<file path="config.mk">
export PLATFORM = sky130hd
export DESIGN_NAME = eth_tx
export DESIGN_NICKNAME = d
export VERILOG_FILES = /design/src/rtl/eth_tx_pkg.sv /design/src/rtl/eth_tx_crc32_dibit.sv /design/src/rtl/eth_tx.sv
export SDC_FILE = /design/constraint.sdc
export NUM_CORES = 1
export LEC_CHECK = 0
export ABC_AREA = 1
export CAP_MARGIN = 20
export CORE_ASPECT_RATIO = 1.2
export CORE_MARGIN = 8
export CORE_UTILIZATION = 68
export DETAILED_ROUTE_END_ITERATION = 10
export PLACE_DENSITY = 0.87
export SYNTH_ARGS = -nofsm -noshare
export SYNTH_HDL_FRONTEND = slang
export SYNTH_SLANG_ARGS = --single-unit
</file>
<file path="constraint.sdc">
create_clock -name clk -period 4 [get_ports clk]
set_input_delay 0.8 -clock clk [delete_from_list [all_inputs] [get_ports clk]]
set_output_delay 0.8 -clock clk [all_outputs]
set_load 0.1 [all_outputs]
</file>
<file path="src/rtl/eth_tx_pkg.sv">
// Shared definitions for the RMII transmit path: FSM states, framing bytes
// and CRC-32 constants.
package eth_tx_pkg;

    typedef enum logic [2:0] {
        IDLE,
        PREAMBLE,
        SFD,
        PAYLOAD,
        PAD,
        FCS,
        IFG
    } eth_tx_state_e;

    localparam logic [7:0]  ETH_PREAMBLE_BYTE = 8'h55;
    localparam logic [7:0]  ETH_SFD           = 8'hD5;
    localparam logic [31:0] ETH_CRC_POLY      = 32'hEDB88320;
    localparam logic [31:0] ETH_CRC_INIT      = 32'hFFFFFFFF;

endpackage

</file>
<file path="src/rtl/eth_tx_crc32_dibit.sv">
// Combinational reflected CRC-32 step over one dibit, bit 0 first.
// Shared with the receive-side checksum block.
module eth_tx_crc32_dibit
    import eth_tx_pkg::*;
(
    input  logic [31:0] i_crc,
    input  logic [1:0]  i_dibit,
    output logic [31:0] o_crc
);

    logic [31:0] w_c0;
    logic [31:0] w_c1;

    assign w_c0  = (i_crc[0] ^ i_dibit[0]) ? ((i_crc >> 1) ^ ETH_CRC_POLY) : (i_crc >> 1);
    assign w_c1  = (w_c0[0] ^ i_dibit[1]) ? ((w_c0 >> 1) ^ ETH_CRC_POLY) : (w_c0 >> 1);
    assign o_crc = w_c1;

endmodule

</file>
<file path="src/rtl/eth_tx.sv">
// RMII transmit MAC: wraps a byte stream with preamble, SFD, zero padding,
// FCS and inter-frame gap, emitting one LSB-first dibit per clock.
module eth_tx
    import eth_tx_pkg::*;
#(
    parameter int MIN_FRAME_BYTES = 60,
    parameter int IFG_CYCLES      = 48
) (
    input  logic       clk,
    input  logic       rst,
    input  logic       axiiv,
    input  logic [7:0] axiid,
    input  logic       axiilast,
    output logic       axiir,
    output logic       txen,
    output logic [1:0] txd,
    output logic       busy,
    output logic       underrun
);

    // Handshake: a byte moves only on a cycle where axiiv and axiir are both
    // high; axiir is raised for exactly the final dibit of the current byte.

    localparam logic [7:0]  IFG_LAST = 8'(IFG_CYCLES - 1);
    localparam logic [11:0] MIN_B    = 12'(MIN_FRAME_BYTES);

    eth_tx_state_e r_state;
    logic [1:0]    r_d;
    logic [7:0]    r_cnt;
    logic [7:0]    r_sh;
    logic [31:0]   r_fcs;
    logic          r_last;
    logic [10:0]   r_bytes;
    logic [31:0]   r_crc;
    logic          r_axiir;
    logic          r_txen;
    logic [1:0]    r_txd;
    logic          r_busy;
    logic          r_underrun;

    logic [1:0]    w_crc_dibit;
    logic [31:0]   w_crc_next;
    logic [1:0]    w_d_nxt;
    logic [10:0]   w_bytes_inc;
    logic [11:0]   w_diff;
    logic          w_short;

    eth_tx_crc32_dibit u_crc (
        .i_crc   (r_crc),
        .i_dibit (w_crc_dibit),
        .o_crc   (w_crc_next)
    );

    // The CRC advances on the edge that puts a payload or pad dibit on txd.
    always_comb begin
        w_crc_dibit = 2'b00;
        case (r_state)
            SFD:     w_crc_dibit = axiid[1:0];
            PAYLOAD: w_crc_dibit = (r_d != 2'd3) ? r_sh[1:0] :
                                   (r_last ? 2'b00 : axiid[1:0]);
            default: w_crc_dibit = 2'b00;
        endcase
    end

    assign w_d_nxt     = r_d + 2'd1;
    assign w_bytes_inc = (r_bytes == 11'h7FF) ? r_bytes : r_bytes + 11'd1;
    assign w_diff      = {1'b0, r_bytes} - MIN_B;
    assign w_short     = w_diff[11];

    always_ff @(posedge clk or negedge rst) begin
        if (!rst) begin
            r_state    <= IDLE;
            r_d        <= 2'd0;
            r_cnt      <= 8'd0;
            r_sh       <= 8'd0;
            r_fcs      <= 32'd0;
            r_last     <= 1'b0;
            r_bytes    <= 11'd0;
            r_crc      <= ETH_CRC_INIT;
            r_axiir    <= 1'b0;
            r_txen     <= 1'b0;
            r_txd      <= 2'b00;
            r_busy     <= 1'b0;
            r_underrun <= 1'b0;
        end else begin
            r_axiir    <= 1'b0;
            r_underrun <= 1'b0;
            case (r_state)
                IDLE: begin
                    r_txen <= 1'b0;
                    r_txd  <= 2'b00;
                    if (axiiv) begin
                        r_state <= PREAMBLE;
                        r_cnt   <= 8'd0;
                        r_bytes <= 11'd0;
                        r_txen  <= 1'b1;
                        r_txd   <= ETH_PREAMBLE_BYTE[1:0];
                        r_busy  <= 1'b1;
                    end
                end
                PREAMBLE: begin
                    if (r_cnt == 8'd27) begin
                        r_state <= SFD;
                        r_d     <= 2'd0;
                        r_txd   <= ETH_SFD[1:0];
                    end else begin
                        r_cnt <= r_cnt + 8'd1;
                        r_txd <= ETH_PREAMBLE_BYTE[1:0];
                    end
                end
                SFD, PAYLOAD: begin
                    if (r_d != 2'd3) begin
                        r_d <= w_d_nxt;
                        if (r_state == SFD) begin
                            r_txd <= ETH_SFD[{w_d_nxt, 1'b0} +: 2];
                            r_axiir <= (r_d == 2'd2);
                        end else begin
                            r_txd   <= r_sh[1:0];
                            r_sh    <= r_sh >> 2;
                            r_crc   <= w_crc_next;
                            r_axiir <= (r_d == 2'd2) && !r_last;
                        end
                    end else if (r_state == SFD || !r_last) begin
                        if (axiiv) begin
                            r_state <= PAYLOAD;
                            r_d     <= 2'd0;
                            r_txd   <= axiid[1:0];
                            r_sh    <= {2'b00, axiid[7:2]};
                            r_last  <= axiilast;
                            r_bytes <= w_bytes_inc;
                            r_crc   <= w_crc_next;
                        end else begin
                            // Source starved on a fetch: abandon the frame without FCS.
                            r_underrun <= 1'b1;
                            r_state    <= IFG;
                            r_cnt      <= 8'd0;
                            r_txen     <= 1'b0;
                            r_txd      <= 2'b00;
                            r_crc      <= ETH_CRC_INIT;
                        end
                    end else if (w_short) begin
                        r_state <= PAD;
                        r_d     <= 2'd0;
                        r_txd   <= 2'b00;
                        r_bytes <= w_bytes_inc;
                        r_crc   <= w_crc_next;
                    end else begin
                        r_state <= FCS;
                        r_cnt   <= 8'd0;
                        r_txd   <= ~r_crc[1:0];
                        r_fcs   <= (~r_crc) >> 2;
                    end
                end
                PAD: begin
                    if (r_d != 2'd3) begin
                        r_d   <= w_d_nxt;
                        r_txd <= 2'b00;
                        r_crc <= w_crc_next;
                    end else if (w_short) begin
                        r_d     <= 2'd0;
                        r_txd   <= 2'b00;
                        r_bytes <= w_bytes_inc;
                        r_crc   <= w_crc_next;
                    end else begin
                        r_state <= FCS;
                        r_cnt   <= 8'd0;
                        r_txd   <= ~r_crc[1:0];
                        r_fcs   <= (~r_crc) >> 2;
                    end
                end
                FCS: begin
                    if (r_cnt == 8'd15) begin
                        r_state <= IFG;
                        r_cnt   <= 8'd0;
                        r_txen  <= 1'b0;
                        r_txd   <= 2'b00;
                        r_crc   <= ETH_CRC_INIT;
                    end else begin
                        r_cnt <= r_cnt + 8'd1;
                        r_txd <= r_fcs[1:0];
                        r_fcs <= r_fcs >> 2;
                    end
                end
                IFG: begin
                    r_crc <= ETH_CRC_INIT;
                    if (r_cnt == IFG_LAST) begin
                        if (axiiv) begin
                            r_state <= PREAMBLE;
                            r_cnt   <= 8'd0;
                            r_bytes <= 11'd0;
                            r_txen  <= 1'b1;
                            r_txd   <= ETH_PREAMBLE_BYTE[1:0];
                        end else begin
                            r_state <= IDLE;
                            r_busy  <= 1'b0;
                        end
                    end else begin
                        r_cnt <= r_cnt + 8'd1;
                    end
                end
                default: r_state <= IDLE;
            endcase
        end
    end

    assign axiir    = r_axiir;
    assign txen     = r_txen;
    assign txd      = r_txd;
    assign busy     = r_busy;
    assign underrun = r_underrun;

endmodule

</file>
Yosys cells after proc, flatten, opt, wreduce, memory -nomap -nowiden

Cells that the tools add are included.

Flip-flop bits (word level): 103
Input port bits: 12
Output and inout bits: 6
Word-level logic and storage cells: 170

$add $sub $neg: 4
Equal/unequal tests: 31
Shift operators: 1
Multiplexer cells: 89
Bitwise logic cells: 7
Reductions and logical operators: 25

Operators with widths:

| operator                | count |
|---|---|
| $mux W32                | 14 |
| $pmux W32 S4            | 1 |
| $mux W8                 | 13 |
| $pmux W32 S3            | 1 |
| $mux W11                | 8 |
| $pmux W8 S6             | 1 |
| $pmux W11 S4            | 1 |
| $mux W2                 | 17 |
| $ne A2 B2 Y1 const B    | 16 |
| $not A32 Y32            | 1 |
| $not A13 Y14            | 2 |
| $mux W3                 | 9 |
| $mux W1                 | 18 |
| $pmux W3 S6             | 1 |
| $reduce_and A5 Y1       | 3 |
| $reduce_and A7 Y1       | 2 |
| $pmux W2 S6             | 1 |
| $reduce_and A4 Y1       | 3 |
| $reduce_bool A4 Y1      | 3 |
| $sub A11 B6 Y12 const B | 1 |
| $add A11 B1 Y11 const B | 1 |
| $eq A11 B11 Y1 const B  | 1 |
| $eq A3 B3 Y1 const B    | 3 |
| $ne A3 B3 Y1 const B    | 3 |
| other kinds (26)        | 33 |

Longest topological paths before layout

Gate-level depths: netlist of run 1.

Word-level depth: 11
Gate-level depth with buffers: 16
Depth with buffers taken out: 16

Modules after synthesis

A second synthesis of run 1 with hierarchy kept.

Cells, all modules: 1057
Area total of the unflattened synthesis: 6912.9 µm²

By module, submodules not included:

| module             | times used | cells each | area each (µm²) | sequential area each (µm²) |
|---|---|---|---|---|
| eth_tx             | 1          | 980        | 6467.5          | 2517.4 |
| eth_tx_crc32_dibit | 1          | 77         | 445.4           | 0.0 |

Least setup slack after synthesis of run 1

Ideal clock, no wire load.

Path type: in2reg
Start: input axiiv
End: register r_sh[3]
Library setup time: 0.083 ns
Data arrival time: 2.038 ns
Data required time: 3.917 ns
Slack: 1.879 ns
Cell stages on the path: 8
Path buffers: 2
Cell sequence: clkbuf_1 > nand2_1 > nand2_1 > inv_1 > clkbuf_1 > nor3_2 > o211ai_1 > o21ai_0

Word-level cells in the longest chain between the ends: 2

RTL lines:

| what                                | line          | RTL |
|---|---|---|
| from (decl)                         | eth_tx.sv:11  | `input logic axiiv,` |
| $reduce_bool A2 Y1 (no source line) | --            |  |
| $reduce_and A4 Y1 (no source line)  | --            |  |
| to (signal assigned)                | eth_tx.sv:119 | `r_sh <= r_sh >> 2;` |
| to (signal assigned)                | eth_tx.sv:128 | `r_sh <= {2'b00, axiid[7:2]};` |
| to (decl)                           | eth_tx.sv:30  | `logic [7:0] r_sh;` |

Every way passes these cells.
A chain may end at the register's enable or synchronous reset.

Final worst setup path of run 1

Start: register r_state[1]
End: register r_crc[31]

Word-level cells in the longest chain between the ends: 8
Elaborated cells between the ends (all ways): 21
Classes of those cells: 7 x eq/ne; 9 x mux; 1 x bitwise; 4 x reduce/logical

RTL lines:

| what                                   | line                                        | RTL |
|---|---|---|
| from (decl)                            | eth_tx.sv:27                                | `eth_tx_state_e r_state;` |
| from (signal assigned)                 | eth_tx.sv:72                                | `r_state <= IDLE;` |
| from (signal assigned)                 | eth_tx.sv:93                                | `r_state <= PREAMBLE;` |
| from (signal assigned)                 | eth_tx.sv:103                               | `r_state <= SFD;` |
| $eq A3 B2 Y1, on equally long branches | eth_tx.sv:57, eth_tx.sv:88, eth_tx.sv:114   |  |
| $pmux W2 S2                            | eth_tx.sv:57                                | `case (r_state)` |
| $xor A1 B1 Y1                          | eth_tx_crc32_dibit.sv:15                    | `assign w_c1 = (w_c0[0] ^ i_dibit[1]) ? ((w_c0 >> 1) ^ ETH_CRC_POLY) : (w_c0 >> 1);` |
| $mux W32                               | eth_tx_crc32_dibit.sv:15                    |  |
| $mux W32, on equally long branches     | eth_tx.sv:141, eth_tx.sv:159, eth_tx.sv:124 |  |
| $mux W32                               | eth_tx.sv:123                               | `end else if (r_state == SFD \|\| !r_last) begin` |
| $mux W32                               | eth_tx.sv:112                               | `if (r_d != 2'd3) begin` |
| $pmux W32 S4                           | eth_tx.sv:88                                | `case (r_state)` |
| to (signal assigned)                   | eth_tx.sv:146                               | `r_crc <= w_crc_next;` |
| to (signal assigned)                   | eth_tx.sv:158                               | `r_crc <= w_crc_next;` |
| to (signal assigned)                   | eth_tx.sv:163                               | `r_crc <= w_crc_next;` |
| to (decl)                              | eth_tx.sv:34                                | `logic [31:0] r_crc;` |

Several ways; a longest one is shown, not always the timed one. The select of a mux whose other input is x is not followed.

==> impl_metrics.yaml, run 1 <==
global_routing:
  grt_usage_pct: 29.3
  grt_max_degree: 61
  grt_overflow: 0
  grt_pass1_wl_mm: 30.7
  grt_antenna_before_repair: 0
  grt_pass1_vias: 6320
setup_path:
  crit_arrival_ns: 3.22
  slowest_delay_ns: 0.49
  crit_fanout: 18
  crit_path_cell_trace: "nand2_1 -> nand2_1 -> nor2_1 -> nor2_2 -> nor3_4 -> buf_4 -> nand2_2 -> inv_1 -> o2111ai_1 -> o21ai_0 -> inv_1"
  cp_top_family: "simple AND/OR/NAND/NOR gates"
  cp-start-kind: "register"
  critPathBufInv: 3
  critPathSlowestCell: "dfrtp_1"
  required_ns: 4.28
  critical_path.endpoint_type: "register"
  setup.worst_path.class: "register to register"
pwr:
  ir_drop_v: 0.000589
  total_leakage_power_nw: 3.40
  power.density_mw_per_mm2: 895
cells_and_area:
  fillers: 755
  nets: 963
  antenna_cells: 0
  drive_above_1_share_pct: 9.24
  syn2layout_area_growth_pct: 8.36
  most-common-layout-cells: "nand2_1 (235), inv_1 (123), o21ai_0 (103)"
  stdcell_count: 1075
  final_common_cell: "nand2_1"
yosys:
  netlist_instances: 942
  synthTopCellsByArea: "dfrtp_1 (26%), nand2_1 (13%), dfstp_2 (13%)"
  synth_edf_count: 0
  ys_ff_latch: 99
  syn_area_per_cell_sq_um: 6.96
  async_flop_share_pct: 100
  yosysSeqAreaShare_pct: 38.4
  ys_types: 50
  synthFlopType: "dfrtp_1"
  synthesis.nets: 958
  synth_top_area_cell: "dfrtp_1"
  synth_area_sq_mm: 0.00656
  ys_warn_count: 0
  synth_top_area_share_pct: 25.6
floorplan:
  die_w_um: 106
  num_rows: 39
  die_y_um: 124
  dieArea_sq_mm: 0.0131
  core_sq_mm: 0.00947
  boundaryPins: 18
  start_util_pct: 69.3
timing:
  fin_tns_setup_ns: 0
  worst_slew_pin_slew_ns: 0.992
  slew_headroom_pct: 33.7
  fmax_mhz: 340
  fin_skew_ns: 0.00626
  period_share_pct: 73.4
  maxSlewViolCount: 0
  rsz0062_at_grt: "false"
  finalCriticalPeriod_ns: 2.94
  final-hold-violation-count: 0
  setup_viol_count_final: 0
clock_tree:
  cts_resized: 0
  numClockSinks: 99
  clk_latency_ns: 0.35
  cts.path.max_buffers: 2
  root_buffer: "clkbuf_16"
  cts_made_buffers: 9
  h-tree-depth: 3
  cts.reportedPaths.clkPinSlew_ns: 0.07
  cts_hold_repair.buffers: 0
  postCtsSetupBuffers: 0
  cts_tree: "done"
route:
  wire_per_inst_um: 17.7
  post_drt_via_cell_ratio: 6.23
  vias: 6701
  remaining_drc_errors: 0
  wirelength_mm: 19.0
  antenna_left: 0
  drt_pre_antenna_iters: 6
  drt-initial-drc-count: 648
run_status:
  status: "finished, final reports clean"
flow_run:
  max_cap_viol_count: 0
place:
  place_congestion: 0.950
  dp.cells: 1059
  port_buffers: 17
  hpwl_mm: 13.2
worst_hold_path:
  min_path_type: "register to register"
## tightest hold or removal path, stage by stage (launching register included)
cell	delay, ns
dfrtp_1	0.35
nand2_1	0.06
nand2_1	0.05
## metrics by stage
stage	hold slack, ns	setup slack [ns]	cell area [sq um]	total power [mW]	utilization, %
final	0.494	1.06	7100	6.36	75.0
after floorplan	0.470	1.88	6560	4.54	-
after global placement	0.462	1.05	6830	5.30	72.2
after CTS	0.497	1.15	7100	6.26	75.0
after global routing	0.531	0.874	7100	6.82	75.0
after detailed placement	0.480	0.908	6830	5.43	72.2
## final timing paths
check,from,endpoint,slack (ns),cells after the start
worst max-delay path,r_state[1],r_crc[31],1.06,11
worst min-delay path,txd[0],txd[0],0.49,2
worst max register to register,r_state[1],r_crc[31],1.06,11
worst min register to register,txd[0],txd[0],0.49,2
max in group asynchronous,rst,r_crc[17],2.72,2
min in group asynchronous,rst,r_sh[2],0.52,1
## power by group
group	total [mW]	internal, mW	switching, mW
logic	3.73	1.15	2.59
clock network	0.823	0.439	0.384
registers	1.80	1.53	0.265
## synthesized netlist by cell type (3+ instances only)
master / count
dfstp_2: 32
inv_2: 10
o211ai_1: 32
xor2_1: 10
dfrtp_1: 67
nor3_1: 7
o2111ai_1: 3
inv_1: 123
nand3_1: 81
o22ai_1: 9
nor2_1: 73
ha_1: 4
nand2_2: 5
o21ai_0: 103
a21boi_0: 3
o21a_1: 8
xnor2_1: 3
a22oi_1: 12
a21boi_1: 3
a31oi_1: 12
a211oi_1: 3
a21oi_1: 39
nand4_1: 3
clkbuf_1: 23
buf_2: 7
nand2_1: 235
## state kept, by name, summed over array words and instances (netlist names), 2 cells and up
name / cells
r_crc: 32
r_bytes: 11
r_state: 3
r_d: 2
r_fcs: 30
r_cnt: 8
r_sh: 6
txd: 2
## area by class of cell
| cell class | instances | area [sq um] | area share (%) |
|---|---|---|---|
| well taps | 123 | 154 | 2.17 |
| multi-input cells | 674 | 3380 | 47.6 |
| clock inverters | 4 | 26.3 | 0.370 |
| repair buffers | 29 | 270 | 3.80 |
| clock buffers | 12 | 246 | 3.47 |
| flip-flops and latches | 99 | 2520 | 35.4 |
| inverters | 134 | 505 | 7.12 |
## metal layers
layer,track usage (%),share of wire (%),vias up
met5,0,0,-
met4,16.6,4.0,0
met3,4.12,7.4,74
met2,49.3,48,352
met1,35.7,41,3142
li1,-,-,3133
## cells by family (layout without fill, tap and decap cells)
logic type / after synthesis / count (layout) / synth area share, %
simple gates: 417 / 417 / 27.2
compound gates: 240 / 240 / 21.9
buf+inv: 169 / 179 / 10.1
flops: 99 / 99 / 38.4
xor+xnor: 13 / 13 / 1.74
fa+ha+maj: 4 / 4 / 0.763
Power figures use the tool's default switching activity.
==> inputs of run 2 (changes only) <==
CORE_UTILIZATION = 63   (was 68)
PLACE_DENSITY = 0.81   (was 0.87)
clock period = 2.9 ns   (was 4 ns; I/O delays follow)
==> run 2 against run 1 <==
Net effect:
- maximum frequency rose by 17%
- combinational power rose by 38%
- critical path type unchanged
- critical path depth did not move
- sequential share of layout area fell by 0.29 points
- largest power group unchanged
- highest routed layer unchanged
==> impl_metrics.yaml, run 2 (same netlist as run 1, synthesis figures left out) <==
global_routing:
  grt_usage_pct: 27.7
  grt_pass1_vias: 6431
  grt_overflow: 0
  grt_pass1_wl_mm: 31.0
  grt_max_degree: 63
  grt_antenna_before_repair: 0
cells_and_area:
  fillers: 875
  drive_above_1_share_pct: 10.6
  most-common-layout-cells: "nand2_1 (235), inv_1 (123), o21ai_0 (103)"
  final_common_cell: "nand2_1"
  regMostFlops: "r_crc"
  nets: 968
  syn2layout_area_growth_pct: 9.26
  antenna_cells: 0
  fin_util_pct: 69.5
  top_regs: "r_crc: 32 flops, r_fcs: 30 flops, r_bytes: 11 flops"
  largest_register_ffs: 32
floorplan:
  core_sq_mm: 0.0103
  die_y_um: 128
  start_util_pct: 63.6
  num_rows: 41
  dieArea_sq_mm: 0.0139
  boundaryPins: 18
  die_w_um: 109
setup_path:
  required_ns: 3.14
  crit_path_cell_trace: "inv_2 -> nand3_2 -> nand2_1 -> nand2_1 -> nor2_1 -> nor3_4 -> o21ai_1 -> nor2_2 -> inv_2 -> a22oi_1 -> inv_1"
  crit_arrival_ns: 2.75
  critical_path.endpoint_type: "register"
  cp_top_family: "simple AND/OR/NAND/NOR gates"
  critPathSlowestCell: "dfrtp_1"
  slowest_delay_ns: 0.53
  critPathBufInv: 3
  cp-start-kind: "register"
  setup.worst_path.class: "register to register"
  crit_fanout: 8
worst_hold_path:
  min_path_type: "input port to async pin"
route:
  vias: 6633
  wirelength_mm: 18.5
  antenna_left: 0
  wire_per_inst_um: 17.0
  post_drt_via_cell_ratio: 6.11
  drt-initial-drc-count: 638
  drt_pre_antenna_iters: 8
  remaining_drc_errors: 0
clock_tree:
  cts_made_buffers: 9
  postCtsSetupBuffers: 0
  cts_tree: "done"
  cts.path.max_buffers: 2
  root_buffer: "clkbuf_16"
  h-tree-depth: 3
  numClockSinks: 99
  clk_latency_ns: 0.35
  cts.reportedPaths.clkPinSlew_ns: 0.07
  cts_resized: 0
  cts_hold_repair.buffers: 0
place:
  hpwl_mm: 13.0
  place_congestion: 0.993
  port_buffers: 17
timing:
  fin_tns_setup_ns: 0
  final-hold-violation-count: 0
  slew_headroom_pct: 53.9
  rsz0062_at_grt: "false"
  fmax_mhz: 399
  whs_ns: 0.198
  fin_skew_ns: 0.00661
  setup_viol_count_final: 0
  worst_slew_pin_slew_ns: 0.689
  maxSlewViolCount: 0
  finalCriticalPeriod_ns: 2.51
  period_share_pct: 86.5
pwr:
  p_int_mw: 4.38
  ir_drop_v: 0.000627
  power.density_mw_per_mm2: 1230
  clkPwrFrac_pct: 13.5
  combPwrFrac_pct: 58.3
  total_leakage_power_nw: 3.45
  seqPwrFrac_pct: 28.1
  p_switching_mw: 4.46
  switching_share_pct: 50.5
flow_run:
  max_cap_viol_count: 0
run_status:
  status: "finished, final reports clean"
## run 2: cell types whose count changed in the layout (fill, tap and decap cells not counted)
cell / change
clkbuf_8: +1
clkdlybuf4s50_1: -6
clkinv_4: +1
buf_4: +10
clkinvlp_4: -1
inv_6: +1
clkbuf_1: -2
buf_12: +1
## run 2: metrics by stage
stage	cells	cell area [sq um]	worst slack, ns	total power [mW]
after floorplan	942	6560	0.843	6.26
after global placement	1070	6870	0.288	7.35
after detailed placement	1070	6870	0.154	7.53
after CTS	1086	7160	0.401	8.73
after global routing	1086	7160	0.138	9.55
final	1086	7160	0.393	8.83
## run 2: worst paths after layout
| path | end | cells after the start | slack, ns | start |
|---|---|---|---|---|
| worst max register to register | r_cnt[7] | 11 | 0.39 | r_state[2] |
| max in group asynchronous | r_crc[8] | 2 | 1.93 | rst |
| worst max-delay path | r_cnt[7] | 11 | 0.39 | r_state[2] |
| worst min register to register | txd[0] | 2 | 0.49 | txd[0] |
| worst min-delay path | r_sh[5] | 1 | 0.20 | rst |
| min in group clk | txd[0] | 2 | 0.49 | txd[0] |
## run 2: cell type report
class,count,area [sq um],share of cell area (%)
clock inverters,5,36.3,0.507
multi-input cells,674,3380,47.2
clock buffers,11,253,3.53
flip-flops and latches,99,2520,35.1
repair buffers,34,305,4.26
inverters,134,505,7.06
well taps,129,161,2.25
## run 2: layer usage
layer / up-vias / part of all wire, % / GRT usage, %
met3: 69 / 6.7 / 4.53
met1: 3127 / 41 / 35.1
li1: 3149 / - / -
met5: - / 0 / 0
met4: 0 / 3.3 / 12.7
met2: 288 / 49 / 44.9
## run 2: power by group through the flow
stage	Combinational, mW	Sequential (mW)	Clock (mW)
final	5.15	2.49	1.19
after global routing	5.74	2.54	1.26
after CTS	5.06	2.47	1.20
after detailed placement	5.03	2.49	0
after global placement	4.88	2.48	0
after floorplan	3.70	2.56	0
==> inputs of run 3 (changes only) <==
--- a/config.mk
+++ b/config.mk
@@ -11,4 +11,5 @@
 export CORE_MARGIN = 8
 export CORE_UTILIZATION = 63
+export CTS_CLUSTER_SIZE = 25
 export DETAILED_ROUTE_END_ITERATION = 10
 export PLACE_DENSITY = 0.81
==> constraint.sdc (replaced) <==
create_clock -name clk -period 2.9 [get_ports clk]
set_input_delay 0.29 -clock clk [delete_from_list [all_inputs] [get_ports clk]]
set_output_delay 0.29 -clock clk [all_outputs]
set_load 0.1 [all_outputs]
==> run 3 against run 2 <==
Net effect:
- sequential power hardly changed
- die area did not move
- largest power group unchanged
- critical path type unchanged
- final area hardly changed
- clock skew grew 0.0037 ns
- power is 0.47% higher
==> impl_metrics.yaml, run 3 (same netlist as run 1, synthesis figures left out) <==
run_status:
  status: "finished, final reports clean"
pwr:
  power.density_mw_per_mm2: 1240
  total_leakage_power_nw: 3.44
  ir_drop_v: 0.000756
setup_path:
  crit_arrival_ns: 2.83
  critical_path.endpoint_type: "register"
  cp_top_family: "simple AND/OR/NAND/NOR gates"
  cp-start-kind: "register"
  r2r_end: "r_crc[20]"
  crit_path_cell_trace: "ha_1 -> inv_1 -> nand2_1 -> nand3_1 -> nand2_1 -> nand2_1 -> nand2_1 -> nand3_1 -> nand3_1 -> nor2_1 -> nor2_1 -> nand2_1 -> a21oi_1"
  slowest_delay_ns: 0.44
  rr_startpoint: "r_d[0]"
  critPathSlowestCell: "nand2_1"
  r2r_cells: 13
  critPathBufInv: 1
  setup.worst_path.class: "register to register"
  path_common_cell: "nand2_1"
  ff2ff_setup_slack_ns: 0.35
  crit_fanout: 13
  required_ns: 3.18
route:
  vias: 6597
  post_drt_via_cell_ratio: 6.09
  antenna_left: 0
  wirelength_mm: 18.7
  wire_per_inst_um: 17.3
  remaining_drc_errors: 0
  drt_pre_antenna_iters: 6
  drt-initial-drc-count: 682
floorplan:
  die_y_um: 128
  num_rows: 41
  start_util_pct: 63.6
  boundaryPins: 18
  core_sq_mm: 0.0103
  dieArea_sq_mm: 0.0139
  die_w_um: 109
cells_and_area:
  syn2layout_area_growth_pct: 9.27
  drive_above_1_share_pct: 10.2
  fillers: 898
  regMostFlops: "r_crc"
  multi_input_area_sq_mm: 0.00338
  largest_register_ffs: 32
  antenna_cells: 0
  top_regs: "r_crc: 32 flops, r_fcs: 30 flops, r_bytes: 11 flops"
  most-common-layout-cells: "nand2_1 (235), inv_1 (123), o21ai_0 (103)"
  fin_area_sq_mm: 0.00716
  nets: 966
  regArea_sq_mm: 0.00252
  final_common_cell: "nand2_1"
place:
  port_buffers: 17
  placed_area_sq_mm: 0.00685
  hpwl_mm: 13.2
  place_congestion: 0.965
timing:
  slew_headroom_pct: 47.0
  fin_skew_ns: 0.0103
  maxSlewViolCount: 0
  rsz0062_at_grt: "false"
  period_share_pct: 88.0
  final-hold-violation-count: 0
  fin_tns_setup_ns: 0
  setup_viol_count_final: 0
  fmax_mhz: 392
  finalCriticalPeriod_ns: 2.55
  worst_slew_pin_slew_ns: 0.792
global_routing:
  grt_pass1_vias: 6450
  grt_usage_pct: 27.6
  grt_antenna_before_repair: 0
  grt_max_degree: 62
  grt_overflow: 0
  grt_pass1_wl_mm: 31.1
clock_tree:
  clk_latency_ns: 0.35
  postCtsSetupBuffers: 0
  h-tree-depth: 3
  root_buffer: "clkbuf_16"
  cts.reportedPaths.clkPinSlew_ns: 0.07
  numClockSinks: 99
  cts_made_buffers: 9
  cts_tree: "done"
  cts.path.max_buffers: 2
worst_hold_path:
  min_path_type: "input port to async pin"
flow_run:
  max_cap_viol_count: 0
-- run 3: cell types whose count changed in the layout (fill, tap and decap cells not counted), sizes merged --
| cell | before | now |
|---|---|---|
| dlygate4sd3 | 0 | 1 |
| clkinv | 4 | 1 |
| buf | 24 | 21 |
| clkinvlp | 0 | 1 |
| inv | 135 | 136 |
| bufinv | 0 | 1 |
-- run 3: per-layer routing --
| metal | vias up | share of wire, % | global-route usage, % |
|---|---|---|---|
| li1 | 3151 | - | - |
| met1 | 3114 | 42 | 34.6 |
| met2 | 281 | 49 | 46.2 |
| met3 | 51 | 6.9 | 3.97 |
| met4 | 0 | 2.3 | 11.2 |
| met5 | - | 0 | 0 |
-- run 3: worst max-delay path by stage --
| stage | start | endpoint | slack, ns | cells past startpoint |
|---|---|---|---|---|
| CTS | r_d[0] | r_cnt[7] | 0.36 | 11 |
| global placement | axiid[1] | r_crc[20] | 0.46 | 13 |
| global route | r_d[0] | r_cnt[7] | 0.10 | 11 |
| finish | r_d[0] | r_crc[20] | 0.35 | 13 |
| detailed placement | r_d[0] | r_cnt[7] | 0.39 | 11 |
| floorplan | r_cnt[0] | r_crc[18] | 0.84 | 12 |
-- run 3: power breakdown --
group,internal [mW],leakage (nW),switching (mW)
logic,1.61,2.09,3.52
registers,2.12,1.20,0.379
clock network,0.699,0.147,0.553
-- run 3: timing repair --
item                      4_1_cts  5_1_grt
hold buffers                    1        0
resized for setup               0        0
hold endpoints to repair       20        0
-- run 3: layout make-up --
| class | count | share of cell area [%] |
|---|---|---|
| sequential | 99 | 35.1 |
| tap | 129 | 2.25 |
| multi-input combinational | 674 | 47.2 |
| timing repair buffer | 32 | 4.09 |
| inverter | 134 | 7.06 |
| clock buffer | 11 | 3.39 |
| clock inverter | 5 | 0.838 |
-- run 3: metrics by stage --
step / hold slack [ns] / cells / utilization (%) / power [mW] / setup WS (ns)
final: 0.472 / 1084 / 69.5 / 8.87 / 0.348
after global routing: 0.528 / 1084 / 69.5 / 9.58 / 0.104
after CTS: 0.471 / 1084 / 69.5 / 8.78 / 0.358
after detailed placement: 0.293 / 1067 / 66.4 / 7.52 / 0.389
after global placement: 0.288 / 1067 / 66.4 / 7.35 / 0.459
after floorplan: -0.00559 / 942 / - / 6.26 / 0.843
